## config.mk

```make
export PLATFORM = sky130hd
export DESIGN_NAME = c3lib_cfgcsr_pulse_xfer_arb
export DESIGN_NICKNAME = d
export VERILOG_FILES = /design/src/rtl/c3lib_cfgcsr_pulse_xfer_arb.sv
export SDC_FILE = /design/constraint.sdc
export NUM_CORES = 1
export LEC_CHECK = 0
export CORE_ASPECT_RATIO = 0.7
export CORE_MARGIN = 4
export CORE_UTILIZATION = 34
export DETAILED_ROUTE_END_ITERATION = 16
export GPL_TIMING_DRIVEN = 1
export PLACE_DENSITY = 0.58
export SYNTH_ARGS = -nofsm -noshare
export SYNTH_HDL_FRONTEND = slang
export SYNTH_SLANG_ARGS = --single-unit
```

## constraint.sdc

```tcl
create_clock -name i_clk -period 3.7 [get_ports i_clk]
set_clock_uncertainty 0.05 [all_clocks]
set_input_delay 1.11 -clock i_clk [delete_from_list [all_inputs] [get_ports i_clk]]
set_output_delay 1.11 -clock i_clk [all_outputs]
set_load 0.01 [all_outputs]
```

## src/rtl/c3lib_cfgcsr_pulse_xfer_arb.sv

```systemverilog
`default_nettype none
// ============================================================================
// Module   : c3lib_cfgcsr_pulse_xfer_arb
// Brief    : Round-robin sequencer sharing one slow-to-fast pulse crossing.
// Revision : 1.0 - initial release
// ============================================================================
module c3lib_cfgcsr_pulse_xfer_arb #(
    parameter int NUM_REQ        = 4,
    parameter int ID_W           = $clog2(NUM_REQ),
    parameter int PULSE_CYCLES   = 2,
    parameter int GAP_CYCLES     = 2,
    parameter int TIMEOUT_CYCLES = 64
) (
    input  logic               i_clk,
    input  logic               i_rst,
    input  logic [NUM_REQ-1:0] i_req,
    input  logic               i_xfer_ack,
    output logic [NUM_REQ-1:0] o_gnt,
    output logic [NUM_REQ-1:0] o_done,
    output logic [NUM_REQ-1:0] o_err,
    output logic               o_xfer_pulse,
    output logic [ID_W-1:0]    o_xfer_id,
    output logic               o_busy,
    output logic [7:0]         o_err_cnt
);

    localparam int C_MAX_PG  = (PULSE_CYCLES > GAP_CYCLES) ? PULSE_CYCLES : GAP_CYCLES;
    localparam int C_MAX_CNT = (TIMEOUT_CYCLES > C_MAX_PG) ? TIMEOUT_CYCLES : C_MAX_PG;
    localparam int C_CNT_W   = $clog2(C_MAX_CNT + 1);

    typedef enum logic [1:0] {
        ST_IDLE  = 2'd0,
        ST_PULSE = 2'd1,
        ST_WAIT  = 2'd2,
        ST_GAP   = 2'd3
    } state_t;

    state_t               state;
    state_t               state_nxt;
    logic [C_CNT_W-1:0]   cnt;
    logic [C_CNT_W-1:0]   cnt_nxt;
    logic [ID_W-1:0]      ptr;
    logic [ID_W-1:0]      ptr_nxt;
    logic                 ack_lat;
    logic                 ack_lat_nxt;
    logic [NUM_REQ-1:0]   gnt_nxt;
    logic [NUM_REQ-1:0]   done_nxt;
    logic [NUM_REQ-1:0]   err_nxt;
    logic                 pulse_nxt;
    logic [ID_W-1:0]      id_nxt;
    logic                 busy_nxt;
    logic [7:0]           err_cnt_nxt;

    logic                 found;
    logic [ID_W-1:0]      pick;
    logic [ID_W:0]        cand;

    // Rotating priority search: first requester at or after ptr, wrapping.
    always_comb begin
        found = 1'b0;
        pick  = '0;
        cand  = '0;
        for (int i = 0; i < NUM_REQ; i++) begin
            cand = {1'b0, ptr} + (ID_W+1)'(i);
            if (cand >= (ID_W+1)'(NUM_REQ)) begin
                cand = cand - (ID_W+1)'(NUM_REQ);
            end
            if (!found && i_req[cand[ID_W-1:0]]) begin
                found = 1'b1;
                pick  = cand[ID_W-1:0];
            end
        end
    end

    always_comb begin
        state_nxt   = state;
        cnt_nxt     = cnt;
        ptr_nxt     = ptr;
        ack_lat_nxt = ack_lat;
        gnt_nxt     = o_gnt;
        done_nxt    = '0;
        err_nxt     = '0;
        pulse_nxt   = o_xfer_pulse;
        id_nxt      = o_xfer_id;
        err_cnt_nxt = o_err_cnt;

        case (state)
            ST_IDLE: begin
                ack_lat_nxt = 1'b0;
                if (found) begin
                    state_nxt = ST_PULSE;
                    gnt_nxt   = NUM_REQ'(1) << pick;
                    id_nxt    = pick;
                    pulse_nxt = 1'b1;
                    cnt_nxt   = C_CNT_W'(PULSE_CYCLES - 1);
                    ptr_nxt   = (pick == ID_W'(NUM_REQ - 1)) ? '0 : pick + ID_W'(1);
                end
            end
            ST_PULSE: begin
                // An early ack must not be lost; it is consumed in WAIT.
                if (i_xfer_ack) begin
                    ack_lat_nxt = 1'b1;
                end
                if (cnt == '0) begin
                    state_nxt = ST_WAIT;
                    pulse_nxt = 1'b0;
                    cnt_nxt   = C_CNT_W'(TIMEOUT_CYCLES - 1);
                end else begin
                    cnt_nxt = cnt - C_CNT_W'(1);
                end
            end
            ST_WAIT: begin
                if (i_xfer_ack || ack_lat) begin
                    done_nxt    = o_gnt;
                    gnt_nxt     = '0;
                    ack_lat_nxt = 1'b0;
                    state_nxt   = ST_GAP;
                    cnt_nxt     = C_CNT_W'(GAP_CYCLES - 1);
                end else if (cnt == '0) begin
                    err_nxt     = o_gnt;
                    gnt_nxt     = '0;
                    err_cnt_nxt = (o_err_cnt == 8'hFF) ? o_err_cnt : o_err_cnt + 8'd1;
                    state_nxt   = ST_GAP;
                    cnt_nxt     = C_CNT_W'(GAP_CYCLES - 1);
                end else begin
                    cnt_nxt = cnt - C_CNT_W'(1);
                end
            end
            ST_GAP: begin
                if (cnt == '0) begin
                    state_nxt = ST_IDLE;
                end else begin
                    cnt_nxt = cnt - C_CNT_W'(1);
                end
            end
            default: begin
                state_nxt = ST_IDLE;
            end
        endcase

        busy_nxt = (state_nxt != ST_IDLE);
    end

    always_ff @(posedge i_clk or posedge i_rst) begin
        if (i_rst) begin
            state        <= ST_IDLE;
            cnt          <= '0;
            ptr          <= '0;
            ack_lat      <= 1'b0;
            o_gnt        <= '0;
            o_done       <= '0;
            o_err        <= '0;
            o_xfer_pulse <= 1'b0;
            o_xfer_id    <= '0;
            o_busy       <= 1'b0;
            o_err_cnt    <= '0;
        end else begin
            state        <= state_nxt;
            cnt          <= cnt_nxt;
            ptr          <= ptr_nxt;
            ack_lat      <= ack_lat_nxt;
            o_gnt        <= gnt_nxt;
            o_done       <= done_nxt;
            o_err        <= err_nxt;
            o_xfer_pulse <= pulse_nxt;
            o_xfer_id    <= id_nxt;
            o_busy       <= busy_nxt;
            o_err_cnt    <= err_cnt_nxt;
        end
    end

endmodule
`default_nettype wire
```

==> metrics.md, run 1 <==
| Metric | Value |
|---|---|
| Status | complete, no violations |
| Net Sw Frac | between 30% and 40% |
| CTS root buf | clkbuf_8 |
| Fmax | ~0.33 GHz |
| Crit path arrival time | 3.19 ns |
| Final Hold Fails | 0 |
| Core Box Area | a little under 5000 µm² |
| R2R setup slack | approximately 1.6 ns |
| Final nets | about 220 |
| LEAKAGE | about 1.0 nW |
| GPL Wtd Cong | 0.821 |
| Max-Cap Viols | 0 |
| CTS tree | yes |
| Setup TNS | 0 ns |
| Clk buf depth | 2 |
| Initial Utilization | between 30% and 40% |
| Least-Margin Pin Slew | about 0.86 ns |
| Worst skew pair latency | 0.28 ns |
| Worst hold start | o_xfer_pulse |
| RSZ-0062 raised after global routing | no |
| IO Port Bufs | 30 |
| Synthesized area | roughly 1800 µm² |
| Dpl hpwl | between 2000 and 3000 µm |
| Initial DRC Count | 85 |
| Worst Hold Depth | 2 |
| DP Area | about 2200 µm² |
| Initial antenna violation count | 0 |
| Number of global-route vias before repair | 1,337 |
| Flops & latches, synth | 36 |
| Worst r2r path cells | 6 |
| CP Data Required Time | approximately 3.9 ns |
| CP max stage delay | ~0.57 ns |
| Chip height | between 60 and 70 µm |
| Critical R2R Launch | cnt[0] |
| Fin util | between 40% and 50% |
| Part of the power in registers | around 44% |
| CP max-delay cell | clkdlybuf4s50_1 |
| Hold Path End | o_xfer_pulse |
| Filler instances | around 480 |
| # hold bufs at CTS | 0 |
| Synth top area cells | dfrtp_1 (50%), ha_1 (4.2%), and2_1 (3.2%), nand2_1 (2.9%), nor2_1 (2.5%) |
| Relative slew slack | 42.7% |
| Vias | approximately 1.4k |
| Final Cell Area | ~2300 µm² |
| Final setup viols | 0 |
| Clk sinks | 36 |
| Warning count from the yosys run | 0 |
| All-Layer GR Usage | 13.1% |
| DRT Wirelength | 3710 µm |
| Rows | 21 |
| First-pass iteration count of the detailed router | 4 |
| IO Pins | 31 |
| Most frequent cells in the layout | dfrtp_1 (36), clkdlybuf4s50_1 (30), nand2_1 (14) |
| CP Max Fanout | 6 |
| Total CTS buffers | 5 |
| Average wire per standard cell | between 10 and 15 µm |
| Minimum clock period | ~3.0 ns |
| Die ar. | between 6000 and 7000 µm² |
| Grt ovf | 0 |
| Post-CTS Repair Setup Buffers | 0 |
| Sw power | 0.000520 W |
| Largest net degree at the start of global routing | 23 |
| Top-area cell type share of the netlist area | 50.5% |
| Global-route wire length before repair | 6500 µm |
| Die Wd | approximately 95 µm |
| Syn Nets | 180 |
| H-tree depth | 2 |
| Vias per inst | 4.96 |
| Placed insts | 265 |
| Pwr dens | between 600 and 700 nW/µm² |
| Setup crit end kind | register |
| Number of synthesized flops with an enable pin | 0 |
| Final routed DRC violation total | 0 |
| Worst setup SP type | input port |
| Clk pin slew, worst setup/hold paths | roughly 0.080 ns |
| Worst-path cell chain | clkdlybuf4s50_1, nand2b_1, a21oi_1, a221oi_1, and2_1, ha_1, nor4b_1, a21o_1 |
| Share of layout cells above drive strength 1 | between 10% and 20% |
| Register area share after synthesis | 50.5% |
| Final Cycle Share | between 80% and 90% |
| RR Endpoint | o_err_cnt[1] |
| Prevailing post-synth register cell | dfrtp_1 |
| Clk pwr share | about a fifth |
| Slew Viols, Final | 0 |
| Synth unique cells | 46 |
| Non-Filler Instances | between 200 and 300 |
| Worst hold path class | register to register |
| Area Overhead vs Synth | 26.9% |
| Multi-input logic area | ~840 µm² |
| Post-DRT Antenna Nets | 0 |
| Int Pwr | 0.000904 W |
| Post-synth top area cell | dfrtp_1 |
| Most common cell after layout, fill and taps aside | dfrtp_1 |
| Kind of critical path | input port to register |
| Fraction of registers with async set/reset | 100% |
| Mapped Cells | between 150 and 200 |
| Gate power share | 36.3% |
| Synth Area per Inst | around 11 µm² |
| Ant. Diodes | 0 |
| CTS-repair resized insts | 0 |
| Register area | roughly 900 µm² |
| VDD IR max | 0.226 mV |
-- routing by layer --
metal | share of wire [%] | GRT usage (%) | wire length [µm] | up-vias
met1 | 52 | 19.0 | 1920 | 649
met4 | 0.92 | 4.86 | 34 | 0
met2 | 42 | 18.5 | 1550 | 35
met5 | 0 | 0 | 0 | -
met3 | 5.6 | 3.69 | 209 | 2
li1 | - | - | - | 667
-- final cells by class --
class	count	area share, %
multi-input cells	119	36.9
flip-flops and latches	36	39.8
clock buffers	5	3.04
well taps	69	3.81
clock inverters	3	1.05
inverters	9	1.49
repair buffers	32	13.9
-- synthesized netlist by cell type, types with 2 or more instances --
library cell and number:
xor2_1 5, a21o_1 4, o22a_1 2, nor2_1 12
dfrtp_1 36, a211o_1 2, nand2_1 14, nor4_1 2
nor2b_1 4, a21oi_1 8, and2_1 9, nor4b_1 4
nor3_1 3, or2_2 2, buf_2 2, ha_1 6
nand3_1 4, inv_1 9, mux2_2 3, nand2b_1 3
o21ai_0 5, a31oi_1 4
-- power by group through the flow --
stage,logic (W),clock network [W],registers (W)
2_1_floorplan,0.000353,0,0.000605
3_3_place_gp,0.000508,0,0.000627
3_5_place_dp,0.000522,0,0.000632
4_1_cts,0.000523,0.000289,0.000625
5_1_grt,0.000587,0.000305,0.000648
6_report,0.000517,0.000280,0.000628
-- per-stage QoR --
stage / total power, W / hold WS, ns / setup WS (ns)
after detailed placement: 0.00115 / 0.422 / 0.415
after floorplan: 0.000958 / 0.422 / 1.21
after global placement: 0.00113 / 0.430 / 0.481
final: 0.00142 / 0.444 / 0.687
after CTS: 0.00144 / 0.446 / 0.705
after global routing: 0.00154 / 0.493 / 0.518
-- sequential cells by signal, summed over array words and instances, names as in the netlist, 2 cells and up --
name       count
o_gnt          4
o_err          4
ptr            2
cnt            7
o_done         4
o_err_cnt      8
o_xfer_id      2
state          2
-- critical path: cells and delay by family --
kind / cells / cell delay [ns]
buffers and inverters: 1 / 0.57
adder cells (fa/ha/maj): 1 / 0.17
AO/OA/AOI/OAI: 3 / 0.65
AND/OR/NAND/NOR: 3 / 0.70
-- worst max-delay path by stage --
stage / from / endpoint / slack, ns
4_1_cts: i_req[1] / o_gnt[3] / 0.70
2_1_floorplan: i_req[0] / o_gnt[3] / 1.21
6_report: i_req[1] / o_gnt[3] / 0.69
3_3_place_gp: i_req[1] / o_gnt[3] / 0.48
3_5_place_dp: i_req[1] / o_gnt[3] / 0.41
5_1_grt: i_req[1] / o_gnt[3] / 0.52
-- logic make-up after synthesis --
| kind of cell | share of synthesized area, % |
|---|---|
| xor+xnor | 2.94 |
| fa+ha+maj | 4.20 |
| buf+inv | 2.66 |
| simple gates | 24.8 |
| flops | 50.5 |
| compound gates | 13.0 |
| mux | 1.89 |
Note: power is estimated with default switching activity, not from simulation.
==> run 2: changes to the inputs <==
--- a/config.mk
+++ b/config.mk
@@ -10,7 +10,7 @@
 export CORE_UTILIZATION = 34
 export DETAILED_ROUTE_END_ITERATION = 16
 export GPL_TIMING_DRIVEN = 1
-export PLACE_DENSITY = 0.58
+export PLACE_DENSITY = 0.61
 export SYNTH_ARGS = -nofsm -noshare
 export SYNTH_HDL_FRONTEND = slang
 export SYNTH_SLANG_ARGS = --single-unit
==> constraint.sdc (replaced) <==
create_clock -name i_clk -period 2.71 [get_ports i_clk]
set_clock_uncertainty 0.05 [all_clocks]
set_input_delay 0.813 -clock i_clk [delete_from_list [all_inputs] [get_ports i_clk]]
set_output_delay 0.813 -clock i_clk [all_outputs]
set_load 0.01 [all_outputs]
==> metrics.md, run 2 (synthesized netlist as in run 1, its figures left out) <==
| Metric | Value |
|---|---|
| DRT Wirelength | 3840 µm (+3.4%) |
| Global-route wire length before repair | 6640 µm (+2.1%) |
| Setup TNS | 0 ns (unchanged) |
| Final nets | 227 (+5.1%) |
| Vias per inst | 4.84 (-2.3%) |
| Die ar. | 6490 µm² (unchanged) |
| Die Wd | 94.6 µm (unchanged) |
| Rows | 21 (unchanged) |
| Power Total | 0.00200 W (+40%) |
| Worst-path cell chain | clkdlybuf4s50_1, nand2b_1, a21oi_1, a221oi_1, buf_4, and2_1, ha_1, nor4b_1, a21o_1 |
| WP buf/inv | 2 (+1) |
| Initial DRC Count | 81 (-4.7%) |
| Core Box Area | 4910 µm² (unchanged) |
| Most flops, register | o_err_cnt |
| Initial Utilization | 36.3% (unchanged) |
| Clk buf depth | 2 (unchanged) |
| Chip height | 68.6 µm (unchanged) |
| Fmax | slightly below 0.4 GHz |
| Clk sinks | 36 (unchanged) |
| Share of layout cells above drive strength 1 | 15.3% (+4.6 points) |
| Largest register FFs | 8 (unchanged) |
| Worst skew pair latency | 0.29 ns (about the same) |
| Initial antenna violation count | 0 (unchanged) |
| VDD IR max | 0.320 mV (+42%) |
| Setup crit end kind | register |
| Slew Viols, Final | 0 (unchanged) |
| Largest regs | o_err_cnt (8), cnt (7) |
| Final routed DRC violation total | 0 (unchanged) |
| All-Layer GR Usage | 13.4% (+0.27 points) |
| Crit path arrival time | 2.73 ns (-0.46 ns) |
| Top cell family by delay on the critical path | buffers and inverters |
| LEAKAGE | 1.07 nW (+5.9%) |
| Filler instances | 507 (+6.3%) |
| GPL Wtd Cong | 0.767 (-6.6%) |
| H-tree depth | 2 (unchanged) |
| Max-Cap Viols | 0 (unchanged) |
| CTS tree | yes |
| Post-route setup slack | 0.170 ns (-0.517 ns) |
| IO Pins | 31 (unchanged) |
| RSZ-0062 raised after global routing | no |
| CP max-delay cell | clkdlybuf4s50_1 |
| Worst setup SP type | input port |
| Dpl hpwl | 2800 µm (-1.4%) |
| Kind of critical path | input port to register |
| Pwr dens | 854 nW/µm² (+36%) |
| Ant. Diodes | 0 (unchanged) |
| Least-Margin Pin Slew | 0.498 ns (-0.360 ns) |
| Post-DRT Antenna Nets | 0 (unchanged) |
| CTS root buf | clkbuf_8 |
| CP max stage delay | 0.54 ns (-0.03 ns) |
| Grt ovf | 0 (unchanged) |
| CP Data Required Time | 2.90 ns (-0.98 ns) |
| CTS-repair resized insts | 0 (unchanged) |
| Final setup viols | 0 (unchanged) |
| Total CTS buffers | 5 (unchanged) |
| IO Port Bufs | 30 (unchanged) |
| # hold bufs at CTS | 0 (unchanged) |
| Minimum clock period | between 2 and 3 ns |
| Final Hold Fails | 0 (unchanged) |
| Clk pin slew, worst setup/hold paths | 0.08 ns (about the same) |
| Post-CTS Repair Setup Buffers | 0 (unchanged) |
| Number of global-route vias before repair | 1,330 (-0.52%) |
| Relative slew slack | 66.7% (+24 points) |
| Largest net degree at the start of global routing | 37 (+61%) |
| Hold WS | 0.455 ns (+0.0107 ns) |
| Area Overhead vs Synth | 31.3% |
| Worst hold path class | register to register |
| Final Cycle Share | 93.7% |
| Most common cell after layout, fill and taps aside | dfrtp_1 |
| Pre-CTS setup slack | -0.101 ns (-0.515 ns) |
| Vias | 1,375 (+1.6%) |
| Most frequent cells in the layout | dfrtp_1 (36), clkdlybuf4s50_1 (30), nand2_1 (14) |
| CP Max Fanout | 5 (-1) |
| Average wire per standard cell | 13.5 µm (-0.64%) |
| Status | complete, no violations |
| First-pass iteration count of the detailed router | 4 (unchanged) |
run 2: cell types whose count changed in the layout (fill, tap and decap cells not counted), sizes merged:
cell	delta
clkinv	+2
buf	+11
clkinvlp	-2
run 2: worst paths after layout:
path	startpoint	to	slack, ns	depth (start not counted)
max	i_req[1]	o_gnt[3]	0.17	9
min	o_xfer_pulse	o_xfer_pulse	0.46	2
max reg2reg	cnt[0]	o_err_cnt[1]	0.60	6
min reg2reg	o_xfer_pulse	o_xfer_pulse	0.46	2
max in group asynchronous	i_rst	ptr[0]	1.41	3
min in group asynchronous	i_rst	o_gnt[1]	0.87	3
run 2: power by group:
| group | switching [W] | internal, W | total [W] | leakage [nW] |
|---|---|---|---|---|
| logic | 0.000348 | 0.000409 | 0.000758 | 0.558 |
| clock network | 0.000207 | 0.000179 | 0.000386 | 0.0479 |
| registers | 0.000179 | 0.000677 | 0.000856 | 0.467 |
run 2: stage by stage:
stage | std cells | cell area (µm²) | util, %
detailed placement | 276 | 2260 | 45.9
CTS | 284 | 2340 | 47.7
global placement | 276 | 2260 | 45.9
floorplan | 167 | 1790 | -
finish | 284 | 2340 | 47.7
global route | 284 | 2340 | 47.7
run 2: cell type report:
cell class	instances	area (µm²)	share of cell area [%]
clock inverter	3	18.8	0.801
multi-input combinational	119	837	35.7
tap	69	86.3	3.68
clock buffer	5	68.8	2.94
inverter	9	33.8	1.44
timing repair buffer	43	398	17.0
sequential	36	901	38.4
run 2: layer usage:
metal,global-route usage (%),up-vias,part of all wire (%)
li1,-,689,-
met1,19.9,651,58
met2,18.0,28,36
met3,3.36,7,4.9
met4,5.94,0,1.7
met5,0,-,0
run 2: worst reg2reg max path: stages (launching register included):
cell	delay [ns]
dfrtp_1	0.41
inv_1	0.07
ha_1	0.22
nor4b_4	0.46
nand4_4	0.21
nor2_1	0.23
mux2_2	0.35
==> run 3: changes to the inputs <==
--- a/config.mk
+++ b/config.mk
@@ -7,10 +7,10 @@
 export LEC_CHECK = 0
 export CORE_ASPECT_RATIO = 0.7
 export CORE_MARGIN = 4
-export CORE_UTILIZATION = 34
+export CORE_UTILIZATION = 47
 export DETAILED_ROUTE_END_ITERATION = 16
 export GPL_TIMING_DRIVEN = 1
-export PLACE_DENSITY = 0.61
+export PLACE_DENSITY = 0.78
 export SYNTH_ARGS = -nofsm -noshare
 export SYNTH_HDL_FRONTEND = slang
 export SYNTH_SLANG_ARGS = --single-unit
==> metrics.md, run 3 (synthesized netlist as in run 1, its figures left out) <==
| Metric | Value |
|---|---|
| Relative slew slack | 67.0% (+0.38 points) |
| CP Data Required Time | 2.85 ns (-0.05 ns) |
| Status | complete, no violations |
| Core Box Area | 3580 µm² (-27%) |
| Worst Hold Depth | 1 (-1) |
| Kind of critical path | input port to register |
| Ant. Diodes | 0 (unchanged) |
| Clk sinks | 36 (unchanged) |
| Area Overhead vs Synth | 29.4% |
| Worst hold path class | register to register |
| R2R setup slack | 0.68 ns (+0.08 ns) |
| Number of global-route vias before repair | 1,399 (+5.2%) |
| Worst skew pair latency | 0.29 ns (about the same) |
| Most frequent cells in the layout | dfrtp_1 (36), clkdlybuf4s50_1 (30), nand2_1 (14) |
| Average wire per standard cell | 14.7 µm (+8.5%) |
| Vias | 1,424 (+3.6%) |
| Setup TNS | 0 ns (unchanged) |
| GPL Wtd Cong | 0.827 (+7.8%) |
| Most common cell after layout, fill and taps aside | dfrtp_1 |
| Initial Utilization | 49.9% (+14 points) |
| Final Cycle Share | 91.6% (-2.1 points) |
| Setup crit end kind | register |
| IO Pins | 31 (unchanged) |
| Worst hold start | o_xfer_id[0] |
| CTS-repair resized insts | 0 (unchanged) |
| Post-CTS Repair Setup Buffers | 0 (unchanged) |
| Hold Path End | o_xfer_id[0] |
| Fmax | 0.403 GHz (+2.3%) |
| Clk pin slew, worst setup/hold paths | 0.07 ns (about the same) |
| Chip height | 59.6 µm (-13%) |
| Post-DRT Antenna Nets | 0 (unchanged) |
| # hold bufs at CTS | 0 (unchanged) |
| Largest register FFs | 8 (unchanged) |
| Critical R2R Launch | cnt[0] |
| Total CTS buffers | 5 (unchanged) |
| Crit path arrival time | 2.62 ns (-0.11 ns) |
| DP Area | 2200 µm² (-2.4%) |
| Final Hold Fails | 0 (unchanged) |
| CTS root buf | clkbuf_8 |
| CTS tree | yes |
| Worst r2r path cells | 6 (unchanged) |
| LEAKAGE | 1.06 nW (-1.0%) |
| Least-Margin Pin Slew | 0.491 ns (-0.00735 ns) |
| Max-Cap Viols | 0 (unchanged) |
| Dpl hpwl | 2860 µm (+2.3%) |
| Clk buf depth | 2 (unchanged) |
| Pwr dens | 900 nW/µm² (+5.5%) |
| Final routed DRC violation total | 0 (unchanged) |
| All-Layer GR Usage | 17.6% (+4.3 points) |
| H-tree depth | 2 (unchanged) |
| Die Wd | 81.7 µm (-14%) |
| CP max stage delay | 0.46 ns (-0.08 ns) |
| Worst-path cell chain | clkdlybuf4s50_1, buf_4, a21oi_1, nor3b_1, nor3_1, buf_4, inv_1, ha_1, nor4b_1, a21o_1 |
| RR Endpoint | o_err_cnt[1] |
| Worst setup SP type | input port |
| CP Max Fanout | 4 (-1) |
| Most flops, register | o_err_cnt |
| Final Cell Area | 2310 µm² (-1.4%) |
| Minimum clock period | 2.48 ns (-0.0570 ns) |
| Grt ovf | 0 (unchanged) |
| Slew Viols, Final | 0 (unchanged) |
| Most frequent CP cell | buf_4 |
| Rows | 18 (-14%) |
| VDD IR max | 0.569 mV (+78%) |
| Final nets | 223 (-1.8%) |
| IO Port Bufs | 30 (unchanged) |
| DRT Wirelength | 3830 µm (-0.26%) |
| RSZ-0062 raised after global routing | no |
| CP max-delay cell | clkdlybuf4s50_1 |
| Final setup viols | 0 (unchanged) |
| Initial antenna violation count | 0 (unchanged) |
| Share of layout cells above drive strength 1 | 13.3% (-2.1 points) |
| Largest net degree at the start of global routing | 37 (unchanged) |
| Vias per inst | 5.46 (+13%) |
| Filler instances | 279 (-45%) |
| Initial DRC Count | 97 (+20%) |
| Die ar. | 4860 µm² (-25%) |
| Global-route wire length before repair | 6440 µm (-3.0%) |
| Largest regs | o_err_cnt (8), cnt (7) |
| First-pass iteration count of the detailed router | 4 (unchanged) |
[run 3: metrics by stage]
stage                     setup slack, ns  power (W)  util [%]  hold WS (ns)  cells
after floorplan                     0.520    0.00131         -         0.422    167
after global placement             0.0359    0.00157      61.5         0.423    253
after detailed placement          -0.0732    0.00161      61.5         0.435    253
after CTS                           0.231    0.00208      64.5         0.458    261
after global routing                0.130    0.00221      64.5         0.473    261
final                               0.227    0.00208      64.5         0.455    261
[run 3: final cells by class]
cell class | instances | area [µm²] | share of cell area [%]
repair buffers | 39 | 368 | 15.9
inverters | 9 | 33.8 | 1.46
well taps | 50 | 62.6 | 2.71
clock inverters | 2 | 35.0 | 1.52
flip-flops and latches | 36 | 901 | 39.0
clock buffers | 6 | 72.6 | 3.14
multi-input cells | 119 | 837 | 36.2
[run 3: worst max-delay path by stage]
stage	slack [ns]	to	startpoint
6_report	0.23	o_gnt[0]	i_req[1]
5_1_grt	0.13	o_gnt[2]	i_req[3]
4_1_cts	0.23	o_gnt[0]	i_req[1]
3_5_place_dp	-0.07	o_gnt[0]	i_req[1]
3_3_place_gp	0.04	o_gnt[3]	i_req[3]
2_1_floorplan	0.52	o_gnt[3]	i_req[0]
[run 3: per-layer routing]
layer | vias up | track usage [%] | part of all wire, %
li1 | 682 | - | -
met1 | 700 | 23.5 | 48
met2 | 35 | 27.5 | 45
met3 | 7 | 4.56 | 5.4
met4 | 0 | 7.35 | 1.7
met5 | - | 0 | 0
[run 3: report_power, final]
| part | internal, W | switching [W] |
|---|---|---|
| clock | 0.000273 | 0.000196 |
| sequential | 0.000677 | 0.000182 |
| combinational | 0.000400 | 0.000352 |
[run 3: critical path: cells and delay by family]
family	cells	cell delay (ns)
AOI/OAI and AO/OA	2	0.30
adders and majority gates	1	0.19
buffers and inverters	4	0.86
and+or+nand+nor	3	0.44
